`src/rtl/clockworks_pkg.sv`:
```
// Shared constants and helpers for the clockworks clock/reset generator.
// Build option: CLOCKWORKS_RESET_STRETCH_EN selects the stretched reset release.
package clockworks_pkg;

  // Default clock division exponent: out_clk period is 2^SLOW clk cycles.
  localparam int unsigned CLOCKWORKS_SLOW_DEFAULT         = 10;
  // Default reset stretch, counted in out_clk cycles.
  localparam int unsigned CLOCKWORKS_RESET_CYCLES_DEFAULT = 15;
  // Largest supported division exponent.
  localparam int unsigned CLOCKWORKS_SLOW_MAX             = 24;
  // Largest supported stretch length; sets the stretch counter width.
  localparam int unsigned CLOCKWORKS_RESET_CYCLES_MAX     = 255;
  localparam int unsigned CLOCKWORKS_STRETCH_W            = 8;

  typedef logic [CLOCKWORKS_STRETCH_W-1:0] stretch_cnt_t;

  // Reload value for the stretch counter. Out-of-range requests are pulled back into
  // 1..255 so a bad parameter never yields a zero-length (no-op) stretch or a silent wrap.
  function automatic stretch_cnt_t stretch_load(input int unsigned cycles);
    stretch_cnt_t load;
    if (cycles == 0) begin
      load = stretch_cnt_t'(1);
    end else if (cycles > CLOCKWORKS_RESET_CYCLES_MAX) begin
      load = stretch_cnt_t'(CLOCKWORKS_RESET_CYCLES_MAX);
    end else begin
      load = stretch_cnt_t'(cycles);
    end
    return load;
  endfunction

endpackage

```
`src/rtl/clockworks_sync.sv`:
```
// Two-flop synchronizer bringing the board reset into the out_clk domain.
// Both flops power up at INIT so the block starts in a known (asserted) state.
module clockworks_sync
  import clockworks_pkg::*;
#(
  parameter logic INIT = 1'b1
) (
  input  logic clk_i,
  input  logic d_i,
  output logic q_o
);

  logic meta_q = INIT;
  logic sync_q = INIT;

  // Shift the asynchronous input through two stages to settle metastability.
  always_ff @(posedge clk_i) begin
    meta_q <= d_i;
    sync_q <= meta_q;
  end

  assign q_o = sync_q;

endmodule

```
`src/rtl/clockworks.sv`:
```
// Clock divider and reset conditioner for a downstream SoC.
// out_clk = clk / 2^SLOW (or clk itself when SLOW = 0); out_reset is a synchronous,
// active-high reset in the out_clk domain that is asserted at power-up.
// Build option: define CLOCKWORKS_RESET_STRETCH_EN to hold out_reset for RESET_CYCLES
// out_clk cycles after the synchronized reset releases; otherwise out_reset is the
// synchronizer output registered once more.
module clockworks
  import clockworks_pkg::*;
#(
  parameter int unsigned SLOW         = CLOCKWORKS_SLOW_DEFAULT,
  parameter int unsigned RESET_CYCLES = CLOCKWORKS_RESET_CYCLES_DEFAULT
) (
  input  logic clk,
  input  logic reset,
  output logic out_clk,
  output logic out_reset
);

  // ---------------------------------------------------------------------------
  // Clock divider. Deliberately has no reset: out_clk must keep running while
  // reset is held so the out_clk-domain logic can actually see out_reset.
  // ---------------------------------------------------------------------------
  if (SLOW == 0) begin : gen_direct
    assign out_clk = clk;
  end else begin : gen_div
    logic [SLOW-1:0] div_q = '0;
    logic [SLOW-1:0] div_d;

    // Free-running increment; natural wrap keeps the MSB a clean 50% square wave.
    always_comb begin
      div_d = div_q + SLOW'(1);
    end

    // Divider state register.
    always_ff @(posedge clk) begin
      div_q <= div_d;
    end

    assign out_clk = div_q[SLOW-1];
  end

  // ---------------------------------------------------------------------------
  // Reset synchronizer into the out_clk domain.
  // ---------------------------------------------------------------------------
  logic rst_sync;

  clockworks_sync #(
    .INIT (1'b1)
  ) u_sync (
    .clk_i (out_clk),
    .d_i   (reset),
    .q_o   (rst_sync)
  );

`ifdef CLOCKWORKS_RESET_STRETCH_EN
  // ---------------------------------------------------------------------------
  // Stretched release: hold out_reset until the counter drains after release.
  // ---------------------------------------------------------------------------
  localparam stretch_cnt_t ResetLoad = stretch_load(RESET_CYCLES);

  stretch_cnt_t stretch_q = ResetLoad;
  stretch_cnt_t stretch_d;
  logic         out_reset_q = 1'b1;
  logic         out_reset_d;

  // Reload while reset is seen, otherwise count down and drop out_reset on reaching 0.
  always_comb begin
    stretch_d   = stretch_q;
    out_reset_d = out_reset_q;
    if (rst_sync) begin
      stretch_d   = ResetLoad;
      out_reset_d = 1'b1;
    end else if (stretch_q != '0) begin
      stretch_d   = stretch_q - stretch_cnt_t'(1);
      // Deassert on the same edge the counter lands on zero.
      out_reset_d = (stretch_q != stretch_cnt_t'(1));
    end else begin
      out_reset_d = 1'b0;
    end
  end

  // Stretch counter and out_reset registers, clocked only by out_clk.
  always_ff @(posedge out_clk) begin
    stretch_q   <= stretch_d;
    out_reset_q <= out_reset_d;
  end
`else
  // ---------------------------------------------------------------------------
  // Plain release: one register stage after the synchronizer, no counter.
  // ---------------------------------------------------------------------------
  logic out_reset_q = 1'b1;

  // Retime the synchronized reset so out_reset only changes on out_clk rising edges.
  always_ff @(posedge out_clk) begin
    out_reset_q <= rst_sync;
  end
`endif

  assign out_reset = out_reset_q;

endmodule

```
`config.mk`:
```
export PLATFORM = sky130hd
export DESIGN_NAME = clockworks
export DESIGN_NICKNAME = d
export VERILOG_FILES = /design/src/rtl/clockworks_pkg.sv /design/src/rtl/clockworks_sync.sv /design/src/rtl/clockworks.sv
export SDC_FILE = /design/constraint.sdc
export NUM_CORES = 1
export LEC_CHECK = 0
export BUFFER_PORTS_ARGS = -buffer_cell sky130_fd_sc_hd__clkbuf_2
export CORE_AREA = 2 2 39 41
export CTS_CLUSTER_SIZE = 28
export DETAILED_ROUTE_END_ITERATION = 16
export DIE_AREA = 0 0 41 43
export GPL_TIMING_DRIVEN = 0
export HOLD_SLACK_MARGIN = 0.15
export PLACE_DENSITY = 0.6
export RECOVER_POWER = 50
export SYNTH_ARGS = -nofsm -noshare
export SYNTH_HDL_FRONTEND = slang
export SYNTH_HIERARCHICAL = 1
export SYNTH_SLANG_ARGS = --single-unit
```
`constraint.sdc`:
```
create_clock -name clk -period 0.9 [get_ports clk]
set_input_delay 0.09 -clock clk [delete_from_list [all_inputs] [get_ports clk]]
set_output_delay 0.09 -clock clk [all_outputs]
set_load 0.02 [all_outputs]
```
== Yosys cells after proc, flatten, opt, wreduce, memory -nomap -nowiden ==
Cells that the tools add are included.

* Memories: 0
* Bits in latches: 0
* Memory bits (writable): 0
* Memory bits (read-only): 0
* Word-level logic and storage cells: 5
* Output and inout bits: 2
* Input bits: 2
* Register bits after elaboration: 13

* Add/subtract/negate cells: 1
* Bitwise operators: 0
* Multiply operators: 0
* Muxes and demuxes: 0
* Reduce and logical (&&, ||, !) cells: 0
* Divide/modulo/power cells: 0
* Magnitude comparators: 0
* Eq/ne operators: 0
* Shift operators: 0

{| class="wikitable"
|+ Operator list
! kind !! number
|-
| $add A10 B1 Y10 const B || 1
|}

== Longest topological paths before layout ==
Gate-level depths: netlist of the first run.

* Depth in word-level cells: 1
* Mapped depth: 4
* Mapped depth without buffers: 4

== Cells and area by module ==
The synthesis of the first run kept the hierarchy.

{| class="wikitable"
|+ Modules (own cells, without submodules)
! module !! times used !! area an instance (um^2) !! seq. area each (um^2) !! cells an instance
|-
| clockworks || 1 || 384.1 || 220.2 || 35
|-
| clockworks_sync || 1 || 40.0 || 40.0 || 2
|}

==> results of run 1 <==
critical path: cells and delay by family (launching register included):
| family | cells | cell delay, ps |
|---|---|---|
| fa+ha+maj | 1 | 140 |
| simple gates | 2 | 260 |
| flops | 1 | 370 |
| xor+xnor | 1 | 120 |
per-stage QoR:
step	hold WS [ps]	instance area, um^2
5_1_grt	476	561
3_3_place_gp	408	475
6_report	455	561
4_1_cts	460	547
2_1_floorplan	399	440
3_5_place_dp	411	475
layout make-up:
class,count,share of cell area
flip-flops and latches,13,0.491
multi-input cells,21,0.321
inverters,3,0.0201
clock buffers,3,0.0402
repair buffers,7,0.0915
well taps,16,0.0357
metal layers:
layer,vias up,share of wire,global-route usage
met5,-,0,0
met4,0,0,0.0800
met3,0,0.041,0.0471
met2,3,0.47,0.116
met1,122,0.49,0.0930
li1,141,-,-
cell usage after synthesis:
cell     number  area share
nor4_2        1       0.029
nor2_1        3       0.027
nand4_1       1       0.015
dfxtp_1      13        0.61
ha_1          1       0.029
inv_1         3       0.027
nand3_1       3       0.035
nand2_1       1      0.0088
nor3_1        1       0.012
xnor2_1       4       0.083
xor2_1        4       0.083
nand3_2       1       0.024
nand2_2       1       0.015
cells in the final DEF (no fill, tap or decap), drive strengths merged:
cell / n
nand3: 4
inv: 3
xnor2: 4
nor3: 1
ha: 1
xor2: 4
nand2: 2
nor2: 3
clkbuf: 6
dfxtp: 13
nor4: 1
nand4: 1
buf: 4
what timing repair did:
item,4_1_cts,5_1_grt
resized for setup,8,3
buffers inserted,4,0
endpoints found under the setup margin,5,7
pin swaps,6,7
flip-flops by register name, indices dropped and copies added, names as in the netlist:
| signal | count |
|---|---|
| u_sync/q_o | 1 |
| out_reset | 1 |
| u_sync/meta_q | 1 |
| gen_div.div_q | 10 |
final timing paths:
kind / start / end / slack [ps] / cells after the start
worst max-delay path: gen_div.div_q[0]$_DFF_P_ / gen_div.div_q[8]$_DFF_P_ / -50 / 4
worst min-delay path: gen_div.div_q[4]$_DFF_P_ / gen_div.div_q[4]$_DFF_P_ / 450 / 1
worst max register to register: gen_div.div_q[0]$_DFF_P_ / gen_div.div_q[8]$_DFF_P_ / -50 / 4
worst min register to register: gen_div.div_q[4]$_DFF_P_ / gen_div.div_q[4]$_DFF_P_ / 450 / 1
cells by family after synthesis:
family / synth area share
xor gates and xnor gates: 0.165
DFF: 0.614
buffers and inverters: 0.0265
adders and majority gates: 0.0295
and+or+nand+nor: 0.165
power breakdown:
group	internal, W	switching (W)	total (W)	leakage [nW]
clock	0.000153	0.000133	0.000286	0.0138
sequential	0.000434	0	0.000434	0.110
combinational	0.00000148	0.000000416	0.00000190	0.0929
==> impl_metrics.py, run 1 <==
metrics = {
    "run_status": {
        "run_status": "finished with violations",
        "violations": "negative setup slack",
    },
    "sta": {
        "period_needed_ps": 951,
        "max_freq_mhz": 1050,
        "unclocked_regs": 3,
        "worst_pin_slew_ps": 222,
        "setup_viol": 3,
        "drv_slew": 0,
        "maxSlewHeadroom": 0.851,
        "timing.final.crit_share": 1.06,
        "untimed_endpoints": 4,
        "rsz0062_at_grt": "true",
        "finalClockSkew_ps": 0.424,
        "fin_ws_ps": -51.2,
        "fin_tns_setup_ps": -141,
        "finalHoldViolations": 0,
    },
    "place": {
        "gp_congestion": 0.644,
        "post-place-ws_ps": -102,
        "place_inst": 56,
        "hpwl_um": 366,
        "port-buffer-count": 3,
    },
    "critical_path": {
        "critPathKind": "register to register",
        "max_stage_delay_ps": 370,
        "critPathCaptureType": "register",
        "required_ps": 1090,
        "path_max_fanout": 3,
        "startpoint_type": "register",
        "path_cells": "ha_4, nand4_1, nor2_1, xnor2_1",
        "slowest_stage": "dfxtp_4",
        "cp.arrival_ps": 1140,
    },
    "detailed_routing": {
        "drt_iter0_drc": 2,
        "avgRoutedWirePerCell_um": 8.94,
        "ant_nets": 0,
        "drc": 0,
        "via_per_inst": 4.22,
        "vias": 266,
        "totalWireLength_um": 563,
        "dr.pass1.iters": 2,
    },
    "cts": {
        "holdBufCountCts": 0,
        "cts_buffer_depth": 2,
        "path_clk_slew_ps": 60,
        "cts_buffers": 3,
        "cts_tree": "yes",
        "cts-root-buf": "clkbuf_4",
        "clk_latency_ps": 250,
        "htreeDepth": 1,
    },
    "synth": {
        "yosysUniqueCellTypes": 13,
        "yosysWarnings": 6,
        "synthesis.nets": 40,
        "ys_seq_elements": 13,
        "synth_cells": 37,
        "syn_area_per_cell_um2": 11.5,
        "synth_area_um2": 424,
        "yosysSeqAreaShare": 0.614,
    },
    "power_and_ir_drop": {
        "powerDensity_mw_per_mm2": 1290,
        "finalPower_w": 0.000721,
        "p_leak_nw": 0.217,
        "ir_drop_uv": 696,
    },
    "floorplan": {
        "start_util": 0.307,
        "die-height_um": 43,
        "fp.dieW_um": 41,
        "io_pins": 4,
        "dieArea_mm2": 0.00176,
        "rows": 14,
        "core_mm2": 0.00138,
    },
    "global_routing": {
        "gr-total-overflow": 0,
        "grt_max_degree": 6,
        "grt_pass1_wl_um": 966,
        "antenna_found_initial": 0,
        "grtUsageTotal": 0.0872,
        "grt_pass1_vias": 268,
    },
    "cells_and_area": {
        "syn2layout_area_growth_pct": 32.2,
        "nNetsFinal": 52,
        "fillers": 128,
        "multi_input_area_um2": 180,
        "final_layout_size_suffix_gt1_frac": 0.489,
        "diodes": 0,
        "utilization": 0.405,
        "seq_area_um2": 275,
        "final_cells": 63,
    },
    "run": {
        "drv_cap": 0,
    },
    "hold_path": {
        "hp-class": "register to register",
    },
}
No activity file was read; power rests on OpenSTA's default activity.
==> inputs of run 2 (changes only) <==
SETUP_SLACK_MARGIN = 0.3   (was not set)
==> run 2 against run 1 <==
Hold slack lost 21 ps. Die area unchanged. Sequential power is essentially flat. Sequential share of layout area decreased by 1.1 points. Maximum frequency decreased by 0.25%. Cell area is 3.1% higher. Total power hardly changed. Critical path type unchanged. Largest cell class unchanged. The run still ends with negative setup slack left.
==> impl_metrics.py, run 2 (synthesis gave the netlist of run 1 again) <==
metrics = {
    "cells_and_area": {
        "nNetsFinal": 52,
        "largest_register": "gen_div.div_q",
        "largest_reg_flops": 10,
        "layout_commonest_cell": "dfxtp_1",
        "diodes": 0,
        "final_layout_size_suffix_gt1_frac": 0.489,
        "utilization": 0.418,
        "final_cell_area_um2": 578,
        "final_cells": 63,
        "final_cell_mix": "7 x dfxtp_1, 4 x xor2_1, 4 x dfxtp_4, 4 x buf_4",
        "syn2layout_area_growth_pct": 36.3,
    },
    "sta": {
        "unclocked_regs": 3,
        "fin_ws_ps": -53.5,
        "period_needed_ps": 954,
        "finalClockSkew_ps": 4.09,
        "untimed_endpoints": 4,
        "timing.final.crit_share": 1.06,
        "finalHoldViolations": 0,
        "drv_slew": 0,
        "rsz0062_at_grt": "true",
        "maxSlewHeadroom": 0.850,
        "fin_tns_setup_ps": -132,
        "max_freq_mhz": 1050,
        "setup_viol": 3,
        "worst_pin_slew_ps": 222,
    },
    "floorplan": {
        "dieArea_mm2": 0.00176,
        "core_mm2": 0.00138,
        "rows": 14,
        "io_pins": 4,
        "die-height_um": 43,
        "start_util": 0.307,
        "fp.dieW_um": 41,
    },
    "global_routing": {
        "antenna_found_initial": 0,
        "grt_pass1_wl_mm": 1.05,
        "grt_pass1_vias": 275,
        "gr-total-overflow": 0,
        "grtUsageTotal": 0.0901,
        "grt_max_degree": 6,
    },
    "place": {
        "gp_congestion": 0.688,
        "placed_cell_area_um2": 483,
        "hpwl_um": 400,
        "place_inst": 56,
        "port-buffer-count": 3,
    },
    "detailed_routing": {
        "totalWireLength_um": 582,
        "drt_iter0_drc": 2,
        "vias": 272,
        "dr.pass1.iters": 2,
        "drc": 0,
        "via_per_inst": 4.32,
        "ant_nets": 0,
        "avgRoutedWirePerCell_um": 9.24,
    },
    "critical_path": {
        "slowest_stage": "dfxtp_4",
        "path_max_fanout": 4,
        "rr_startpoint": "gen_div.div_q[0]$_DFF_P_",
        "critPathCaptureType": "register",
        "max_stage_delay_ps": 370,
        "path_cells": "ha_4, nand4_1, nor2_1, xor2_1",
        "critPathKind": "register to register",
        "required_ps": 1090,
        "cp.arrival_ps": 1140,
        "crit_start": "gen_div.div_q[0]$_DFF_P_",
        "cp_num_buf_inv": 0,
        "cp_top_family": "flip-flops",
        "startpoint_type": "register",
    },
    "cts": {
        "htreeDepth": 1,
        "clk_latency_ps": 260,
        "cts_buffers": 3,
        "cts_tree": "yes",
        "cts_buffer_depth": 2,
        "path_clk_slew_ps": 60,
        "cts-root-buf": "clkbuf_4",
    },
    "run": {
        "drv_cap": 0,
    },
    "run_status": {
        "run_status": "finished with violations",
        "violations": "negative setup slack",
    },
    "hold_path": {
        "hp-start": "gen_div.div_q[0]$_DFF_P_",
        "hp-class": "register to register",
    },
    "power_and_ir_drop": {
        "p_leak_nw": 0.222,
        "ir_drop_uv": 678,
        "powerDensity_mw_per_mm2": 1250,
    },
}
[run 2: cell counts in the layout (fill, tap and decap cells not counted)]
No cell type changed its count.
[run 2: layer usage]
layer  global-route usage  up-vias  share of wire  wire length, um
met5                    0        -              0                0
met4                    0        0              0                0
met3               0.0785        0          0.062               36
met2                0.128        6           0.50              291
met1                0.109      128           0.44              255
li1                     -      138              -                -
[run 2: worst paths after layout]
kind / depth (start not counted) / end / slack (ps)
worst max register to register: 4 / gen_div.div_q[6]$_DFF_P_ / -50
worst min-delay path: 1 / gen_div.div_q[0]$_DFF_P_ / 430
worst min register to register: 1 / gen_div.div_q[0]$_DFF_P_ / 430
worst max-delay path: 4 / gen_div.div_q[6]$_DFF_P_ / -50
[run 2: final cells by class]
class,instances,area [um^2]
repair buffers,7,53.8
well taps,16,20.0
inverters,3,11.3
flip-flops and latches,13,278
clock buffers,3,22.5
fillers,133,806
multi-input cells,21,193
[run 2: timing repair]
item                                   in CTS  in global routing
pin swaps                                   7                  5
resized for setup                           5                  5
setup endpoints to repair                  10                 10
setup buffers                               4                  0
hold buffers                                0                  0
endpoints found under the hold margin       0                  0
[run 2: power breakdown]
part,switching [W],total [W],internal (W)
clock network,0.000135,0.000289,0.000154
registers,0,0.000431,0.000431
logic,0.000000476,0.00000197,0.00000149
total,0.000136,0.000721,0.000586
[run 2: worst reg2reg max path: stages, from the launching register on]
cell	delay (ps)
dfxtp_4	370
ha_4	130
nand4_1	100
nor2_1	150
xor2_1	140
[run 2: stage by stage]
step,total power (W),worst slack (ps),hold WS [ps]
after floorplan,0.000452,-20.2,399
after global placement,0.000455,-83.6,409
after detailed placement,0.000455,-94.3,412
after CTS,0.000745,-59.5,438
after global routing,0.000758,-115,462
final,0.000721,-53.5,434
